## src/rtl/mips16_pkg.sv

```systemverilog
`default_nettype none
// ============================================================================
//  Module      : mips16_pkg
//  Description : Shared definitions for the 16-bit MIPS pipeline: opcode
//                encoding, multiplier FSM state encoding and the default
//                datapath width.
//  Revision    : 1.0 - initial release
// ============================================================================
package mips16_pkg;

    localparam int DEFAULT_WIDTH = 16;

    typedef enum logic [3:0] {
        OP_ADD  = 4'd0,
        OP_SUB  = 4'd1,
        OP_AND  = 4'd2,
        OP_OR   = 4'd3,
        OP_XOR  = 4'd4,
        OP_NOT  = 4'd5,
        OP_SLL  = 4'd6,
        OP_SRL  = 4'd7,
        OP_SRA  = 4'd8,
        OP_SLT  = 4'd9,
        OP_MUL  = 4'd10,
        OP_LW   = 4'd11,
        OP_SW   = 4'd12,
        OP_LI   = 4'd13,
        OP_NOP  = 4'd14,
        OP_RSVD = 4'd15
    } opcode_e;

    typedef enum logic [0:0] {
        MUL_IDLE = 1'b0,
        MUL_BUSY = 1'b1
    } mul_state_e;

endpackage : mips16_pkg
`default_nettype wire

```

## src/rtl/seq_multiplier_16.sv

```systemverilog
`default_nettype none
// ============================================================================
//  Module      : seq_multiplier_16
//  Description : Iterative shift-add multiplier producing the low WIDTH bits
//                of the unsigned product, one multiplier bit per cycle.
//  Ports       : clk, reset  - clock, synchronous active-high reset
//                start       - load a/b and begin (honoured only when idle)
//                a, b        - multiplicand, multiplier
//                busy        - an operation is in progress
//                last        - final iteration; product is valid this cycle
//                product     - final accumulation (meaningful when last=1)
//  Revision    : 1.0 - initial release
// ============================================================================
module seq_multiplier_16
    import mips16_pkg::*;
#(
    parameter int WIDTH      = DEFAULT_WIDTH,
    parameter int MUL_CYCLES = WIDTH
) (
    input  logic             clk,
    input  logic             reset,
    input  logic             start,
    input  logic [WIDTH-1:0] a,
    input  logic [WIDTH-1:0] b,
    output logic             busy,
    output logic             last,
    output logic [WIDTH-1:0] product
);

    localparam int                CNT_W  = $clog2(MUL_CYCLES);
    localparam logic [CNT_W-1:0]  C_LAST = CNT_W'(MUL_CYCLES - 1);

    mul_state_e        r_state, w_state_n;
    logic [CNT_W-1:0]  r_cnt,   w_cnt_n;
    logic [WIDTH-1:0]  r_acc,   w_acc_n;
    logic [WIDTH-1:0]  r_mcand, w_mcand_n;
    logic [WIDTH-1:0]  r_mplier, w_mplier_n;
    logic [WIDTH-1:0]  w_sum;

    // Accumulation for the current iteration; on the last iteration this is
    // the finished product, handed out combinationally so the execute stage
    // can register it on the same edge the FSM returns to idle.
    assign w_sum   = r_acc + (r_mplier[0] ? r_mcand : '0);
    assign busy    = (r_state == MUL_BUSY);
    assign last    = busy && (r_cnt == C_LAST);
    assign product = w_sum;

    always_ff @(posedge clk) begin
        if (reset) begin
            r_state  <= MUL_IDLE;
            r_cnt    <= '0;
            r_acc    <= '0;
            r_mcand  <= '0;
            r_mplier <= '0;
        end else begin
            r_state  <= w_state_n;
            r_cnt    <= w_cnt_n;
            r_acc    <= w_acc_n;
            r_mcand  <= w_mcand_n;
            r_mplier <= w_mplier_n;
        end
    end

    always_comb begin
        w_state_n  = r_state;
        w_cnt_n    = r_cnt;
        w_acc_n    = r_acc;
        w_mcand_n  = r_mcand;
        w_mplier_n = r_mplier;
        case (r_state)
            MUL_IDLE: begin
                if (start) begin
                    w_mcand_n  = a;
                    w_mplier_n = b;
                    w_acc_n    = '0;
                    w_cnt_n    = '0;
                    w_state_n  = MUL_BUSY;
                end
            end
            MUL_BUSY: begin
                w_acc_n    = w_sum;
                w_mcand_n  = r_mcand << 1;
                w_mplier_n = r_mplier >> 1;
                w_cnt_n    = r_cnt + 1'b1;
                if (last) begin
                    w_cnt_n   = '0;
                    w_state_n = MUL_IDLE;
                end
            end
            default: w_state_n = MUL_IDLE;
        endcase
    end

endmodule : seq_multiplier_16
`default_nettype wire

```

## src/rtl/execute_stage_block.sv

```systemverilog
`default_nettype none
// ============================================================================
//  Module      : execute_stage_block
//  Description : Execute stage of the 16-bit MIPS pipeline. Selects operand B,
//                computes the ALU result (MUL via an iterative multiplier that
//                stalls decode) and registers result plus memory controls into
//                the EX/DM pipeline register.
//  Ports       : clk, reset            - clock, synchronous active-high reset
//                valid_dec, op_dec     - instruction valid and opcode
//                a_dec, b_dec, imm_dec - operands; imm_sel_dec picks imm as B
//                store_data_dec        - data to store
//                mem_rw/en/mux_sel_dec - memory controls from decode
//                ans_ex, DM_data       - registered result/address, store data
//                mem_rw_ex, mem_en_ex,
//                mem_mux_sel_dm        - registered memory controls
//                ovf_ex                - registered signed overflow (ADD/SUB/LW/SW)
//                stall_ex              - combinational; decode holds inputs
//  Revision    : 1.0 - initial release
// ============================================================================
module execute_stage_block
    import mips16_pkg::*;
#(
    parameter int WIDTH      = DEFAULT_WIDTH,
    parameter int MUL_CYCLES = WIDTH
) (
    input  logic             clk,
    input  logic             reset,
    input  logic             valid_dec,
    input  logic [3:0]       op_dec,
    input  logic [WIDTH-1:0] a_dec,
    input  logic [WIDTH-1:0] b_dec,
    input  logic [WIDTH-1:0] imm_dec,
    input  logic             imm_sel_dec,
    input  logic [WIDTH-1:0] store_data_dec,
    input  logic             mem_rw_dec,
    input  logic             mem_en_dec,
    input  logic             mem_mux_sel_dec,
    output logic [WIDTH-1:0] ans_ex,
    output logic [WIDTH-1:0] DM_data,
    output logic             mem_rw_ex,
    output logic             mem_en_ex,
    output logic             mem_mux_sel_dm,
    output logic             ovf_ex,
    output logic             stall_ex
);

    logic [WIDTH-1:0] w_opb;
    logic [WIDTH-1:0] w_add, w_sub, w_alu;
    logic             w_ovf_add, w_ovf_sub, w_ovf;
    logic [3:0]       w_shamt;
    logic             w_is_mul, w_mul_start, w_mul_busy, w_mul_last;
    logic             w_bubble;
    logic [WIDTH-1:0] w_mul_product;

    assign w_opb   = imm_sel_dec ? imm_dec : b_dec;
    assign w_shamt = w_opb[3:0];
    assign w_add   = a_dec + w_opb;
    assign w_sub   = a_dec - w_opb;

    // Signed overflow: operands agree in sign (add) or differ (sub) and the
    // result sign differs from operand A.
    assign w_ovf_add = (a_dec[WIDTH-1] == w_opb[WIDTH-1]) && (w_add[WIDTH-1] != a_dec[WIDTH-1]);
    assign w_ovf_sub = (a_dec[WIDTH-1] != w_opb[WIDTH-1]) && (w_sub[WIDTH-1] != a_dec[WIDTH-1]);

    assign w_is_mul    = valid_dec && (op_dec == OP_MUL);
    // A MUL still presented by decode while busy must not relaunch the FSM.
    assign w_mul_start = w_is_mul && !w_mul_busy;

    // Decode is released in the final iteration so the next instruction
    // arrives the cycle after the product is registered.
    assign stall_ex = !reset && (w_mul_busy ? !w_mul_last : w_is_mul);

    assign w_bubble = !valid_dec || (op_dec == OP_NOP) || (op_dec == OP_RSVD) || stall_ex;

    seq_multiplier_16 #(
        .WIDTH      (WIDTH),
        .MUL_CYCLES (MUL_CYCLES)
    ) u_mul (
        .clk     (clk),
        .reset   (reset),
        .start   (w_mul_start),
        .a       (a_dec),
        .b       (w_opb),
        .busy    (w_mul_busy),
        .last    (w_mul_last),
        .product (w_mul_product)
    );

    always_comb begin
        w_alu = '0;
        w_ovf = 1'b0;
        case (op_dec)
            OP_ADD, OP_LW, OP_SW: begin
                w_alu = w_add;
                w_ovf = w_ovf_add;
            end
            OP_SUB: begin
                w_alu = w_sub;
                w_ovf = w_ovf_sub;
            end
            OP_AND:  w_alu = a_dec & w_opb;
            OP_OR:   w_alu = a_dec | w_opb;
            OP_XOR:  w_alu = a_dec ^ w_opb;
            OP_NOT:  w_alu = ~a_dec;
            OP_SLL:  w_alu = a_dec << w_shamt;
            OP_SRL:  w_alu = a_dec >> w_shamt;
            OP_SRA:  w_alu = $unsigned($signed(a_dec) >>> w_shamt);
            OP_SLT:  w_alu = {{(WIDTH-1){1'b0}}, ($signed(a_dec) < $signed(w_opb))};
            OP_LI:   w_alu = w_opb;
            default: w_alu = '0;
        endcase
    end

    // EX/DM pipeline register
    always_ff @(posedge clk) begin
        if (reset) begin
            ans_ex         <= '0;
            DM_data        <= '0;
            mem_rw_ex      <= 1'b0;
            mem_en_ex      <= 1'b0;
            mem_mux_sel_dm <= 1'b0;
            ovf_ex         <= 1'b0;
        end else if (w_mul_last) begin
            // Controls come from the MUL still held by decode.
            ans_ex         <= w_mul_product;
            DM_data        <= store_data_dec;
            mem_rw_ex      <= mem_rw_dec;
            mem_en_ex      <= mem_en_dec;
            mem_mux_sel_dm <= mem_mux_sel_dec;
            ovf_ex         <= 1'b0;
        end else if (w_bubble) begin
            ans_ex         <= '0;
            DM_data        <= '0;
            mem_rw_ex      <= 1'b0;
            mem_en_ex      <= 1'b0;
            mem_mux_sel_dm <= 1'b0;
            ovf_ex         <= 1'b0;
        end else begin
            ans_ex         <= w_alu;
            DM_data        <= store_data_dec;
            mem_rw_ex      <= mem_rw_dec;
            mem_en_ex      <= mem_en_dec;
            mem_mux_sel_dm <= mem_mux_sel_dec;
            ovf_ex         <= w_ovf;
        end
    end

endmodule : execute_stage_block
`default_nettype wire

```

## config.mk

```make
export PLATFORM = sky130hd
export DESIGN_NAME = execute_stage_block
export DESIGN_NICKNAME = d
export VERILOG_FILES = /design/src/rtl/mips16_pkg.sv /design/src/rtl/seq_multiplier_16.sv /design/src/rtl/execute_stage_block.sv
export SDC_FILE = /design/constraint.sdc
export NUM_CORES = 1
export LEC_CHECK = 0
export CORE_ASPECT_RATIO = 1.75
export CORE_UTILIZATION = 57
export DETAILED_ROUTE_END_ITERATION = 10
export HOLD_SLACK_MARGIN = 0.15
export PLACE_DENSITY = 0.84
export SYNTH_ARGS = -nofsm -noshare
export SYNTH_HDL_FRONTEND = slang
export SYNTH_HIERARCHICAL = 1
export SYNTH_SLANG_ARGS = --single-unit
```

## constraint.sdc

```tcl
create_clock -name clk -period 4.95 [get_ports clk]
set_input_delay 0.99 -clock clk [delete_from_list [all_inputs] [get_ports clk]]
set_output_delay 0.99 -clock clk [all_outputs]
set_load 0.01 [all_outputs]
```

Word-level counts from Yosys, hierarchy flattened
Index checks and enable logic that the tools add are counted.
{ "totals": {"reg_bits": 89, "elab_cells": 88, "out_inout_bits": 37, "in_bits": 75} }
{ "classes": {"magnitude_cmp": 1, "mux": 27, "reduce_logical": 16, "add_sub_neg": 4, "bitwise_logic": 5, "eq_ne": 21, "shift": 3} }
{ "op_table": {"columns": ["cell", "n"], "rows": [
  ["$pmux W16 S11", 1],
  ["$mux W16", 9],
  ["$pmux W16 S2", 3],
  ["$eq A4 B4 Y1 const B", 9],
  ["$add A16 B16 Y16", 2],
  ["$and A16 B16 Y16", 1],
  ["$eq A4 B3 Y1 const B", 4],
  ["$lt A16 B16 Y1", 1],
  ["$not A16 Y16", 1],
  ["$or A16 B16 Y16", 1],
  ["$shl A16 B4 Y16", 1],
  ["$shr A16 B4 Y16", 1],
  ["$sshr A16 B4 Y16", 1],
  ["$sub A16 B16 Y16", 1],
  ["$xor A16 B16 Y16", 1],
  ["$mux W1", 9],
  ["$eq A4 B2 Y1 const B", 2],
  ["$mux W4", 2],
  ["$pmux W4 S2", 1],
  ["$logic_and A1 B1 Y1", 6],
  ["$reduce_or A3 Y1", 2],
  ["$add A4 B1 Y4 const B", 1],
  ["$eq A4 B1 Y1 const B", 1],
  ["$logic_not A1 Y1", 4],
  ["other kinds (7)", 12]
]} }

Depth between registers and ports, before layout
Gate-level depths: netlist of run 1.
{ "depth": {"ltp_word": 8, "mapped_depth": 16, "depth_no_buf": 14} }

Hierarchy
The synthesis of run 1 kept the hierarchy.
{ "modules_own_cells": {"columns": ["module", "area_per_inst_um2", "seq_area_each_um2", "cells_per_inst", "instances"], "rows": [
  ["execute_stage_block", 5545.3, 720.7, 759, 1],
  ["seq_multiplier_16", 3079.2, 1061.0, 377, 1]
]} }

Worst setup path after synthesis of run 1
No wires, ideal clock.
{ "synth_path": {"kind": "input to register", "from": "input port imm_sel_dec", "to": "register ovf_ex", "t_arrival_ns": 3.829, "required_time_ns": 4.835, "slack_ns": 1.007, "n_path_buf": 4, "setup_ns": 0.115, "path_stages": 13, "cell_sequence": "buf_6 > mux2i_2 > buf_2 > buf_2 > ha_1 > buf_2 > or4_1 > o211ai_1 > a31oi_1 > o221a_2 > xnor3_1 > nor3_1 > o21a_1"} }
{ "synth_between": {"elab_chain_cells": 5, "word_cells_on_any_way": 10, "classes_between": "add/sub: 2; eq/ne: 4; mux: 2; reduce/logical: 2"} }
{ "synth_rtl": {"columns": ["element", "line_no", "text"], "rows": [
  ["start: declaration", "execute_stage_block.sv:33", "input logic imm_sel_dec,"],
  ["$mux W16 *", "execute_stage_block.sv:55", "assign w_opb = imm_sel_dec ? imm_dec : b_dec;"],
  ["$sub A16 B16 Y16 or $add A16 B16 Y16 (tied branches)", "execute_stage_block.sv:58, execute_stage_block.sv:57", null],
  ["$ne A1 B1 Y1 (on tied branches)", "execute_stage_block.sv:63, execute_stage_block.sv:62", null],
  ["$logic_and A1 B1 Y1 (on tied branches)", "execute_stage_block.sv:63, execute_stage_block.sv:62", null],
  ["$pmux W1 S2 *", "execute_stage_block.sv:92", "case (op_dec)"],
  ["end signal: assignment", "execute_stage_block.sv:144", "ovf_ex <= w_ovf;"],
  ["end: declaration", "execute_stage_block.sv:43", "output logic ovf_ex,"]
]} }
Mark *: on every way between the ends. The rest lies on a longest branch, timed or not.
A chain may end at the register's enable or synchronous reset.

Final worst setup path of run 1
{ "layout_path": {"from": "register u_mul.r_mplier[0]", "to": "register ans_ex[11]"} }
{ "layout_between": {"elab_chain_cells": 3} }
{ "layout_rtl": {"columns": ["element", "line_no", "text"], "rows": [
  ["start: declaration", "seq_multiplier_16.sv:37", "logic [WIDTH-1:0] r_mplier, w_mplier_n;"],
  ["start signal: assignment", "seq_multiplier_16.sv:60", "r_mplier <= w_mplier_n;"],
  ["$mux W16", "seq_multiplier_16.sv:43", "assign w_sum = r_acc + (r_mplier[0] ? r_mcand : '0);"],
  ["$add A16 B16 Y16", "seq_multiplier_16.sv:43", null],
  ["via w_mul_product[11]", "execute_stage_block.sv:53", "logic [WIDTH-1:0] w_mul_product;"],
  ["$mux W16", "execute_stage_block.sv:123", "end else if (w_mul_last) begin"],
  ["end signal: assignment", "execute_stage_block.sv:125", "ans_ex <= w_mul_product;"],
  ["end signal: assignment", "execute_stage_block.sv:139", "ans_ex <= w_alu;"],
  ["end: declaration", "execute_stage_block.sv:38", "output logic [WIDTH-1:0] ans_ex,"]
]} }
The timed path passes the listed nets, and every way through them passes these cells.

==> results of run 1 <==
## cell families (layout without fill, tap and decap cells)
logic type,Yosys count,count (layout)
muxes,79,79
buffers and inverters,129,239
and+or+nand+nor,391,391
other,0,2
DFF,89,89
adders and majority gates,68,68
xor gates and xnor gates,27,27
AOI/OAI and AO/OA,353,353
## power by group through the flow
stage               registers (mW)  logic [mW]  clock network (mW)
floorplan                    0.764       0.465                   0
detailed placement           0.762       0.769                   0
global placement             0.762       0.766                   0
CTS                          0.746       0.773               0.774
finish                       0.748       0.819               0.771
global route                 0.748       0.861               0.796
## final timing paths
kind / end / slack [ns] / cells past startpoint
setup / recovery: ans_ex[11]$_SDFF_PP0_ / 0.40 / 14
hold / removal: u_mul/r_mplier[3]$_SDFFE_PP0P_ / 0.50 / 2
hold reg to reg: u_mul/r_mplier[3]$_SDFFE_PP0P_ / 0.50 / 2
setup reg to reg: ans_ex[11]$_SDFF_PP0_ / 0.40 / 14
## through the flow
stage               std cells  setup slack, ns  utilization
global placement         1414            0.439        0.677
CTS                      1429            0.665        0.699
finish                   1431            0.402        0.699
floorplan                1136             1.01            -
global route             1429            0.344        0.699
detailed placement       1414            0.396        0.677
## cell usage in the layout, fill, tap and decap left out, drive strengths merged, types with 21 or more instances in the layout
cell / Yosys / final
a31oi: 22 / 22
nor2: 147 / 147
nor3: 27 / 27
mux2i: 72 / 72
clkdlybuf4s50: 0 / 110
inv: 53 / 57
a21oi: 116 / 116
nand2: 77 / 77
and2: 42 / 42
o21ai: 49 / 49
ha: 65 / 65
dfxtp: 89 / 89
a211oi: 21 / 21
buf: 35 / 61
nand3: 26 / 26
## flip-flops by register name, summed over array words and instances, names as in the netlist, 4 cells and up
name            flops
u_mul/r_mcand      16
u_mul/r_acc        16
ans_ex             16
u_mul/r_mplier     16
DM_data            16
u_mul/r_cnt         4
## metal layers
metal / GRT usage / vias to the layer above / wire (um)
met2: 0.789 / 694 / 17500
met3: 0.213 / 290 / 4420
met1: 0.483 / 4630 / 12100
met5: 0 / - / 0
li1: - / 4380 / -
met4: 0.457 / 0 / 4150
## critical path: stages, from the launching register on
cell and delay, ns:
dfxtp_1 0.72, and2_1 0.27, ha_1 0.25, a21o_1 0.17
and4_1 0.23, o211ai_2 0.29, a31oi_1 0.19, or3_1 0.39
and2_1 0.22, nand2_1 0.07, o21ai_0 0.07, a211oi_1 0.27
o21ai_0 0.16, a2111oi_0 0.89, a311oi_1 0.18
## final cells by class
class                   instances  area share
diodes                          2    0.000482
clock buffers                   9      0.0217
clock inverters                 6     0.00941
inverters                      53      0.0194
multi-input cells             918       0.604
flip-flops and latches         89       0.172
well taps                     183      0.0221
repair buffers                171       0.151
==> impl_metrics.py, run 1 <==
metrics = {
    "status": {
        "outcome": "finished clean",
    },
    "grt": {
        "grt_pass1_vias": 9768,
        "grt_antenna_before_repair": 2,
        "grt_pass1_wl_mm": 56.4,
        "grt_overflow_total": 0,
        "grtUsageTotal": 0.500,
        "grt_start_max_net_pins": 76,
    },
    "power": {
        "switchingPower_mw": 0.833,
        "p_int_mw": 1.51,
        "seq_power_share": 0.320,
        "swShare": 0.356,
        "p_clk_frac": 0.330,
        "ir_drop_mv": 0.244,
        "combPwrFrac": 0.350,
        "powerDensity_nw_per_um2": 225,
        "fin_total_pwr_mw": 2.34,
        "p_leak_nw": 4.24,
    },
    "placement": {
        "detailed_place_hpwl_mm": 28.3,
        "place_congestion": 1.06,
        "dpl_cell_area_um2": 10000,
        "io_buffers": 111,
    },
    "setup_path": {
        "cp.arrival_ns": 4.73,
        "cp_max_fo": 17,
        "cp-startpoint": "u_mul/r_mplier[0]$_SDFFE_PP0P_",
        "crit_required_ns": 5.13,
        "endpoint_kind": "flop",
        "start_kind": "flop",
        "r2r_start": "u_mul/r_mplier[0]$_SDFFE_PP0P_",
        "crit_type": "flop to flop",
    },
    "floorplanning": {
        "core_um2": 14800,
        "initial_utilization": 0.581,
        "pin_count": 112,
        "num_rows": 59,
        "die_h_um": 165,
        "die_w_um": 95.0,
        "dieArea_um2": 15600,
    },
    "logic_synthesis": {
        "async_reset_ff_frac": 0,
        "avgSynthCellArea_um2": 7.59,
        "synthXorXnorAreaFrac": 0.0290,
        "synth_commonest_cells": "147 x nor2_1, 116 x a21oi_1, 89 x dfxtp_1",
        "yosys.area_share.simple": 0.219,
        "syn-instance-count": 1136,
        "yosys_warnings": 6,
        "synth_most_common_cell": "nor2_1",
        "muxShareOfSynthArea": 0.100,
        "synth_area_leaders": "dfxtp_1 21%, ha_1 9.4%, mux2i_1 7.9%, a21oi_1 6.7%, nor2_1 6.4%",
        "synth_top_family_by_area": "compound AO/OA/AOI/OAI gates",
        "yosysTopAreaCellShare": 0.207,
        "synth_area_leader_cell": "dfxtp_1",
        "ys_seq_area_frac": 0.207,
        "synth_compound_area_frac": 0.276,
        "syn_nets": 1279,
        "synthFlopType": "dfxtp_1",
        "syn_area_um2": 8620,
        "ys_types": 92,
        "ys_seq_elements": 89,
        "synth_adder_area_share": 0.101,
        "synth_edf_count": 0,
    },
    "layout": {
        "stdcell_area_um2": 10400,
        "ff_latch_area_um2": 1780,
        "multi_input_area_um2": 6270,
        "syn2layout_area_growth_pct": 20.3,
        "drive_gt1_frac": 0.0947,
        "nFillCells": 1234,
        "nNetsFinal": 1385,
    },
    "timing": {
        "final.setup.tns_ns": 0,
        "slew_headroom": 0.183,
        "maxSlewViolCount": 0,
        "max_clock_freq_mhz": 220,
        "setup_violations": 0,
        "finalCritPeriodShare": 0.919,
        "worst_pin_slew_ns": 1.22,
        "fin_skew_ns": 0.0104,
        "rsz0062_at_grt": "no",
        "period_needed_ns": 4.55,
        "hold_ws_ns": 0.495,
        "hold_viol_final": 0,
    },
    "detailed_routing": {
        "dr.pass1.iters": 9,
        "antenna_left": 0,
        "routed_wirelength_mm": 38.1,
        "vias": 9994,
        "drc": 0,
        "drtIter0Drc": 1184,
        "vias_per_cell": 6.98,
        "wire_per_inst_um": 26.6,
    },
    "flow_run": {
        "maxCapViolations": 0,
    },
    "clock_tree": {
        "cts_resized": 0,
        "cts_tree": "yes",
        "path_clk_slew_ns": 0.07,
        "tritoncts.num_buffers": 9,
        "post-cts-setup-buffer-count": 0,
        "holdBufCountCts": 0,
        "cts_htree_levels": 3,
        "cts_buffer_depth": 2,
        "cts_root_buf": "clkbuf_16",
        "clock_sinks": 89,
        "clkLatencyLatePin_ns": 0.35,
    },
    "min_path": {
        "hold_path.class": "flop to flop",
        "worstHoldStart": "u_mul/r_mplier[4]$_SDFFE_PP0P_",
    },
}
Power figures use the tool's default switching activity.
==> inputs of run 2 (changes only) <==
--- a/config.mk
+++ b/config.mk
@@ -5,11 +5,12 @@
 export SDC_FILE = /design/constraint.sdc
 export NUM_CORES = 1
 export LEC_CHECK = 0
-export CORE_ASPECT_RATIO = 1.75
-export CORE_UTILIZATION = 57
+export CORE_ASPECT_RATIO = 0.7
+export CORE_UTILIZATION = 58
+export CTS_BUF_LIST = sky130_fd_sc_hd__clkbuf_8
 export DETAILED_ROUTE_END_ITERATION = 10
 export HOLD_SLACK_MARGIN = 0.15
-export PLACE_DENSITY = 0.84
+export PLACE_DENSITY = 0.85
 export SYNTH_ARGS = -nofsm -noshare
 export SYNTH_HDL_FRONTEND = slang
 export SYNTH_HIERARCHICAL = 1
==> run 2 against run 1 <==
Sequential share of layout area grew 0.39 points. Cell area decreased by 2.2%. Core utilization rose by 1.3 points. Final cell count shrank 0.42%. Flip-flop and latch count unchanged. Global-route usage decreased by 6.1 points. Combinational power fell by 4.4%. Sequential power decreased by 0.5%. Critical path depth down 8. Largest cell class unchanged. Die area decreased by 1.8%. Fmax rose by 7.1%.
==> impl_metrics.py, run 2 (synthesis results as in run 1) <==
metrics = {
    "clock_tree": {
        "path_clk_slew_ns": 0.10,
        "cts_root_buf": "clkbuf_8",
        "cts_tree": "yes",
        "cts_htree_levels": 3,
        "cts_resized": 0,
        "cts_buffer_depth": 2,
        "tritoncts.num_buffers": 9,
        "post-cts-setup-buffer-count": 0,
        "clkLatencyLatePin_ns": 0.37,
        "holdBufCountCts": 0,
        "clock_sinks": 89,
    },
    "grt": {
        "grtUsageTotal": 0.439,
        "grt_antenna_before_repair": 0,
        "grt_overflow_total": 0,
        "grt_pass1_wl_mm": 51.4,
        "grt_pass1_vias": 9015,
        "grt_start_max_net_pins": 68,
    },
    "floorplanning": {
        "core_um2": 14200,
        "die_h_um": 104,
        "initial_utilization": 0.606,
        "die_w_um": 148,
        "num_rows": 36,
        "dieArea_um2": 15400,
        "pin_count": 112,
    },
    "placement": {
        "place_congestion": 1.06,
        "io_buffers": 111,
        "detailed_place_hpwl_mm": 26.3,
        "numPlacedInstances": 1409,
    },
    "min_path": {
        "min_path_cells": 2,
        "min_to": "u_mul/r_acc[15]$_SDFFE_PP0P_",
        "hold_path.class": "flop to flop",
        "worstHoldStart": "u_mul/r_acc[15]$_SDFFE_PP0P_",
    },
    "setup_path": {
        "cp.arrival_ns": 3.26,
        "crit_required_ns": 3.96,
        "r2r_slack_ns": 0.90,
        "worst_r2r_endpoint": "ans_ex[11]$_SDFF_PP0_",
        "reg2regPathDepth": 16,
        "endpoint_kind": "output pin",
        "crit_type": "primary input to output pin",
        "r2r_start": "u_mul/r_mplier[0]$_SDFFE_PP0P_",
        "start_kind": "primary input",
        "cp_max_fo": 13,
    },
    "flow_run": {
        "maxCapViolations": 0,
    },
    "timing": {
        "finalCritPeriodShare": 0.858,
        "period_needed_ns": 4.25,
        "maxSlewViolCount": 0,
        "setup_violations": 0,
        "rsz0062_at_grt": "no",
        "fin_skew_ns": 0.00907,
        "slew_headroom": 0.239,
        "worst_pin_slew_ns": 1.13,
        "final.setup.tns_ns": 0,
        "hold_viol_final": 0,
        "max_clock_freq_mhz": 235,
    },
    "detailed_routing": {
        "antenna_left": 0,
        "vias": 9735,
        "drtIter0Drc": 1247,
        "routed_wirelength_mm": 34.1,
        "drc": 0,
        "wire_per_inst_um": 24.0,
        "vias_per_cell": 6.83,
        "dr.pass1.iters": 8,
    },
    "power": {
        "powerDensity_nw_per_um2": 197,
        "p_leak_nw": 4.11,
        "fin_total_pwr_mw": 2.00,
        "ir_drop_mv": 0.160,
    },
    "status": {
        "outcome": "finished clean",
    },
    "layout": {
        "finalNonFillerCells": 1425,
        "final_common_cell": "nor2_1",
        "antennaDiodeCount": 0,
        "mostFrequentLayoutCells": "147 x nor2_1, 116 x a21oi_1, 110 x clkdlybuf4s50_1",
        "nNetsFinal": 1373,
        "drive_gt1_frac": 0.0858,
        "syn2layout_area_growth_pct": 17.6,
    },
}
[run 2: cell types whose count changed in the layout (fill, tap and decap cells not counted), moves of 2 or more]
| cell | before | now |
|---|---|---|
| clkbuf_16 | 9 | 0 |
| diode_2 | 2 | 0 |
| bufinv_16 | 2 | 0 |
| clkinvlp_4 | 0 | 2 |
| clkbuf_8 | 0 | 9 |
| buf_4 | 59 | 47 |
| clkinv_4 | 0 | 2 |
[run 2: how the worst max path moves through the flow]
stage / depth (start not counted) / slack (ns) / startpoint / end
floorplan: 13 / 1.01 / imm_sel_dec / ovf_ex$_SDFF_PP0_
global placement: 12 / 0.52 / imm_sel_dec / ans_ex[12]$_SDFF_PP0_
detailed placement: 12 / 0.46 / imm_sel_dec / ans_ex[12]$_SDFF_PP0_
CTS: 6 / 0.76 / op_dec[3] / stall_ex
global route: 11 / 0.53 / imm_sel_dec / ans_ex[12]$_SDFF_PP0_
finish: 6 / 0.70 / op_dec[3] / stall_ex
[run 2: stage by stage]
stage | setup slack, ns | hold WS, ns | util | instance area [um^2]
3_5_place_dp | 0.462 | 0.470 | 0.700 | 9970
5_1_grt | 0.535 | 0.510 | 0.713 | 10100
6_report | 0.704 | 0.494 | 0.713 | 10100
2_1_floorplan | 1.01 | 0.448 | - | 8620
3_3_place_gp | 0.519 | 0.465 | 0.700 | 9970
4_1_cts | 0.762 | 0.493 | 0.713 | 10100
[run 2: cell type report]
class	count	area [um^2]
Clock buffer	9	124
Clock inverter	7	53.8
Fill cell	1177	4090
Inverter	53	201
Multi-Input combinational cell	918	6270
Sequential cell	89	1780
Tap cell	190	238
Timing Repair Buffer	159	1480
[run 2: worst max-delay path, cell delays in order]
cell	delay, ns
clkdlybuf4s50_1	0.46
buf_4	0.18
nor2b_1	0.58
nand4_1	0.25
a21oi_1	0.22
clkdlybuf4s50_1	0.57
[run 2: metal layers]
layer,routed length (um),global-route usage
met5,0,0
met4,1130,0.156
met3,5220,0.160
met2,13900,0.629
met1,13800,0.598
[run 2: report_power, final]
group	leakage [nW]	internal [mW]	total, mW	switching (mW)
Sequential	0.722	0.734	0.744	0.00995
Combinational	3.30	0.314	0.783	0.469
Clock	0.0876	0.186	0.472	0.286
==> inputs of run 3 (changes only) <==
--- a/config.mk
+++ b/config.mk
@@ -11,6 +11,7 @@
 export DETAILED_ROUTE_END_ITERATION = 10
 export HOLD_SLACK_MARGIN = 0.15
 export PLACE_DENSITY = 0.85
+export RECOVER_POWER = 100
 export SYNTH_ARGS = -nofsm -noshare
 export SYNTH_HDL_FRONTEND = slang
 export SYNTH_HIERARCHICAL = 1
==> run 3 against run 2 <==
The flow now finishes with violations (capacitance limit). Sequential share of layout area about the same. Sequential power about the same. Register-to-register slack about the same. Wire length down 0.12%. Fmax down 4.1%. Critical path type is now primary input to flop. Largest cell class unchanged. Largest power group unchanged.
==> impl_metrics.py, run 3 (synthesis results as in run 1) <==
metrics = {
    "layout": {
        "drive_gt1_frac": 0.0810,
        "syn2layout_area_growth_pct": 17.4,
        "stdcell_area_um2": 10100,
        "mostFrequentLayoutCells": "147 x nor2_1, 116 x a21oi_1, 88 x dfxtp_1",
        "utilization": 0.711,
        "final_common_cell": "nor2_1",
        "antennaDiodeCount": 0,
        "nNetsFinal": 1373,
        "finalNonFillerCells": 1425,
    },
    "detailed_routing": {
        "drc": 0,
        "antenna_left": 0,
        "drtIter0Drc": 1167,
        "dr.pass1.iters": 7,
        "vias": 9659,
        "vias_per_cell": 6.78,
        "wire_per_inst_um": 23.9,
        "routed_wirelength_mm": 34.1,
    },
    "timing": {
        "finalCritPeriodShare": 0.895,
        "slew_headroom": 0.00545,
        "period_needed_ns": 4.43,
        "maxSlewViolCount": 0,
        "rsz0062_at_grt": "no",
        "hold_ws_ns": 0.497,
        "fin_skew_ns": 0.00910,
        "setup_violations": 0,
        "max_clock_freq_mhz": 226,
        "final.setup.tns_ns": 0,
        "hold_viol_final": 0,
        "timing.final.ws_setup_ns": 0.520,
        "worst_pin_slew_ns": 1.49,
    },
    "grt": {
        "grt_pass1_wl_mm": 51.4,
        "grtUsageTotal": 0.439,
        "grt_overflow_total": 0,
        "grt_start_max_net_pins": 68,
        "grt_antenna_before_repair": 0,
        "grt_pass1_vias": 9015,
    },
    "placement": {
        "dpl_cell_area_um2": 9970,
        "io_buffers": 111,
        "place_ws_ns": 0.462,
        "numPlacedInstances": 1409,
        "detailed_place_hpwl_mm": 26.3,
        "place_congestion": 1.06,
    },
    "setup_path": {
        "crit_slowest_cell": "dlygate4sd3_1",
        "cp.depth": 12,
        "crit_required_ns": 5.19,
        "r2r_start": "u_mul/r_mplier[0]$_SDFFE_PP0P_",
        "r2r_slack_ns": 0.89,
        "start_kind": "primary input",
        "cp.arrival_ns": 4.67,
        "crit_family": "compound AO/OA/AOI/OAI gates",
        "endpoint_kind": "flop",
        "crit_type": "primary input to flop",
        "cp_max_fo": 18,
        "path_buf_inv": 2,
        "cp-startpoint": "imm_sel_dec",
        "crit_path_cell_trace": "dlygate4sd3_1, buf_12, mux2i_1, ha_1, nor2b_1, o21ai_0, nand3_1, o211ai_1, a21oi_1, a221o_1, a2111oi_0, nor3_1",
        "slowest_delay_ns": 0.59,
        "reg2regPathDepth": 16,
    },
    "floorplanning": {
        "initial_utilization": 0.606,
        "die_h_um": 104,
        "core_um2": 14200,
        "num_rows": 36,
        "pin_count": 112,
        "dieArea_um2": 15400,
        "die_w_um": 148,
    },
    "clock_tree": {
        "cts_resized": 0,
        "cts_htree_levels": 3,
        "holdBufCountCts": 0,
        "clock_sinks": 89,
        "cts_tree": "yes",
        "path_clk_slew_ns": 0.10,
        "cts_buffer_depth": 2,
        "clkLatencyLatePin_ns": 0.37,
        "tritoncts.num_buffers": 9,
        "cts_root_buf": "clkbuf_8",
        "post-cts-setup-buffer-count": 0,
    },
    "flow_run": {
        "maxCapViolations": 1,
    },
    "min_path": {
        "hold_path.class": "flop to flop",
        "worstHoldStart": "u_mul/r_mplier[1]$_SDFFE_PP0P_",
        "min_path_cells": 2,
    },
    "power": {
        "ir_drop_mv": 0.159,
        "fin_total_pwr_mw": 1.99,
        "powerDensity_nw_per_um2": 197,
        "p_leak_nw": 4.21,
    },
    "status": {
        "violations": "capacitance limit",
        "outcome": "finished, violations left",
    },
}
==> run 3: cell count changes in the layout (fill, tap and decap cells not counted), moves of 2 or more <==
cell             change
and2_1              -13
clkdlybuf4s50_1     -40
dlygate4sd3_1       +40
and2_0              +13
buf_4                -2
==> run 3: path summary, 6_finish.rpt <==
path                                                  endpoint
worst min register to register  u_mul/r_mplier[0]$_SDFFE_PP0P_
worst max register to register           ans_ex[11]$_SDFF_PP0_
worst min-delay path            u_mul/r_mplier[0]$_SDFFE_PP0P_
worst max-delay path                     ans_ex[12]$_SDFF_PP0_
==> run 3: cell type report <==
| class | instances | area, um^2 |
|---|---|---|
| fill | 1176 | 4110 |
| sequential | 89 | 1780 |
| timing repair buffer | 159 | 1470 |
| clock inverter | 7 | 53.8 |
| tap | 190 | 238 |
| multi-input combinational | 918 | 6250 |
| inverter | 53 | 201 |
| clock buffer | 9 | 124 |
==> run 3: worst register-to-register path, stage by stage (launching register included) <==
cell and delay (ns):
dfxtp_1 0.49, buf_4 0.25, and2_1 0.15, ha_1 0.30
a21oi_1 0.21, nand2_1 0.12, o211ai_2 0.30, a31oi_1 0.18
or3_1 0.35, and2_1 0.22, nand2_1 0.10, o21ai_0 0.08
a211oi_1 0.19, o21ai_0 0.21, a2111oi_0 0.49, buf_4 0.19
a311oi_1 0.08
==> run 3: power by group <==
| part | internal, mW | switching, mW | total, mW |
|---|---|---|---|
| combinational | 0.305 | 0.469 | 0.774 |
| sequential | 0.734 | 0.00931 | 0.743 |
| clock | 0.186 | 0.290 | 0.476 |
==> run 3: per-layer routing <==
metal	vias to the layer above	global-route usage	part of all wire
met3	106	0.160	0.15
met4	0	0.156	0.033
met2	740	0.629	0.41
met5	-	0	0
met1	4458	0.598	0.41
li1	4355	-	-
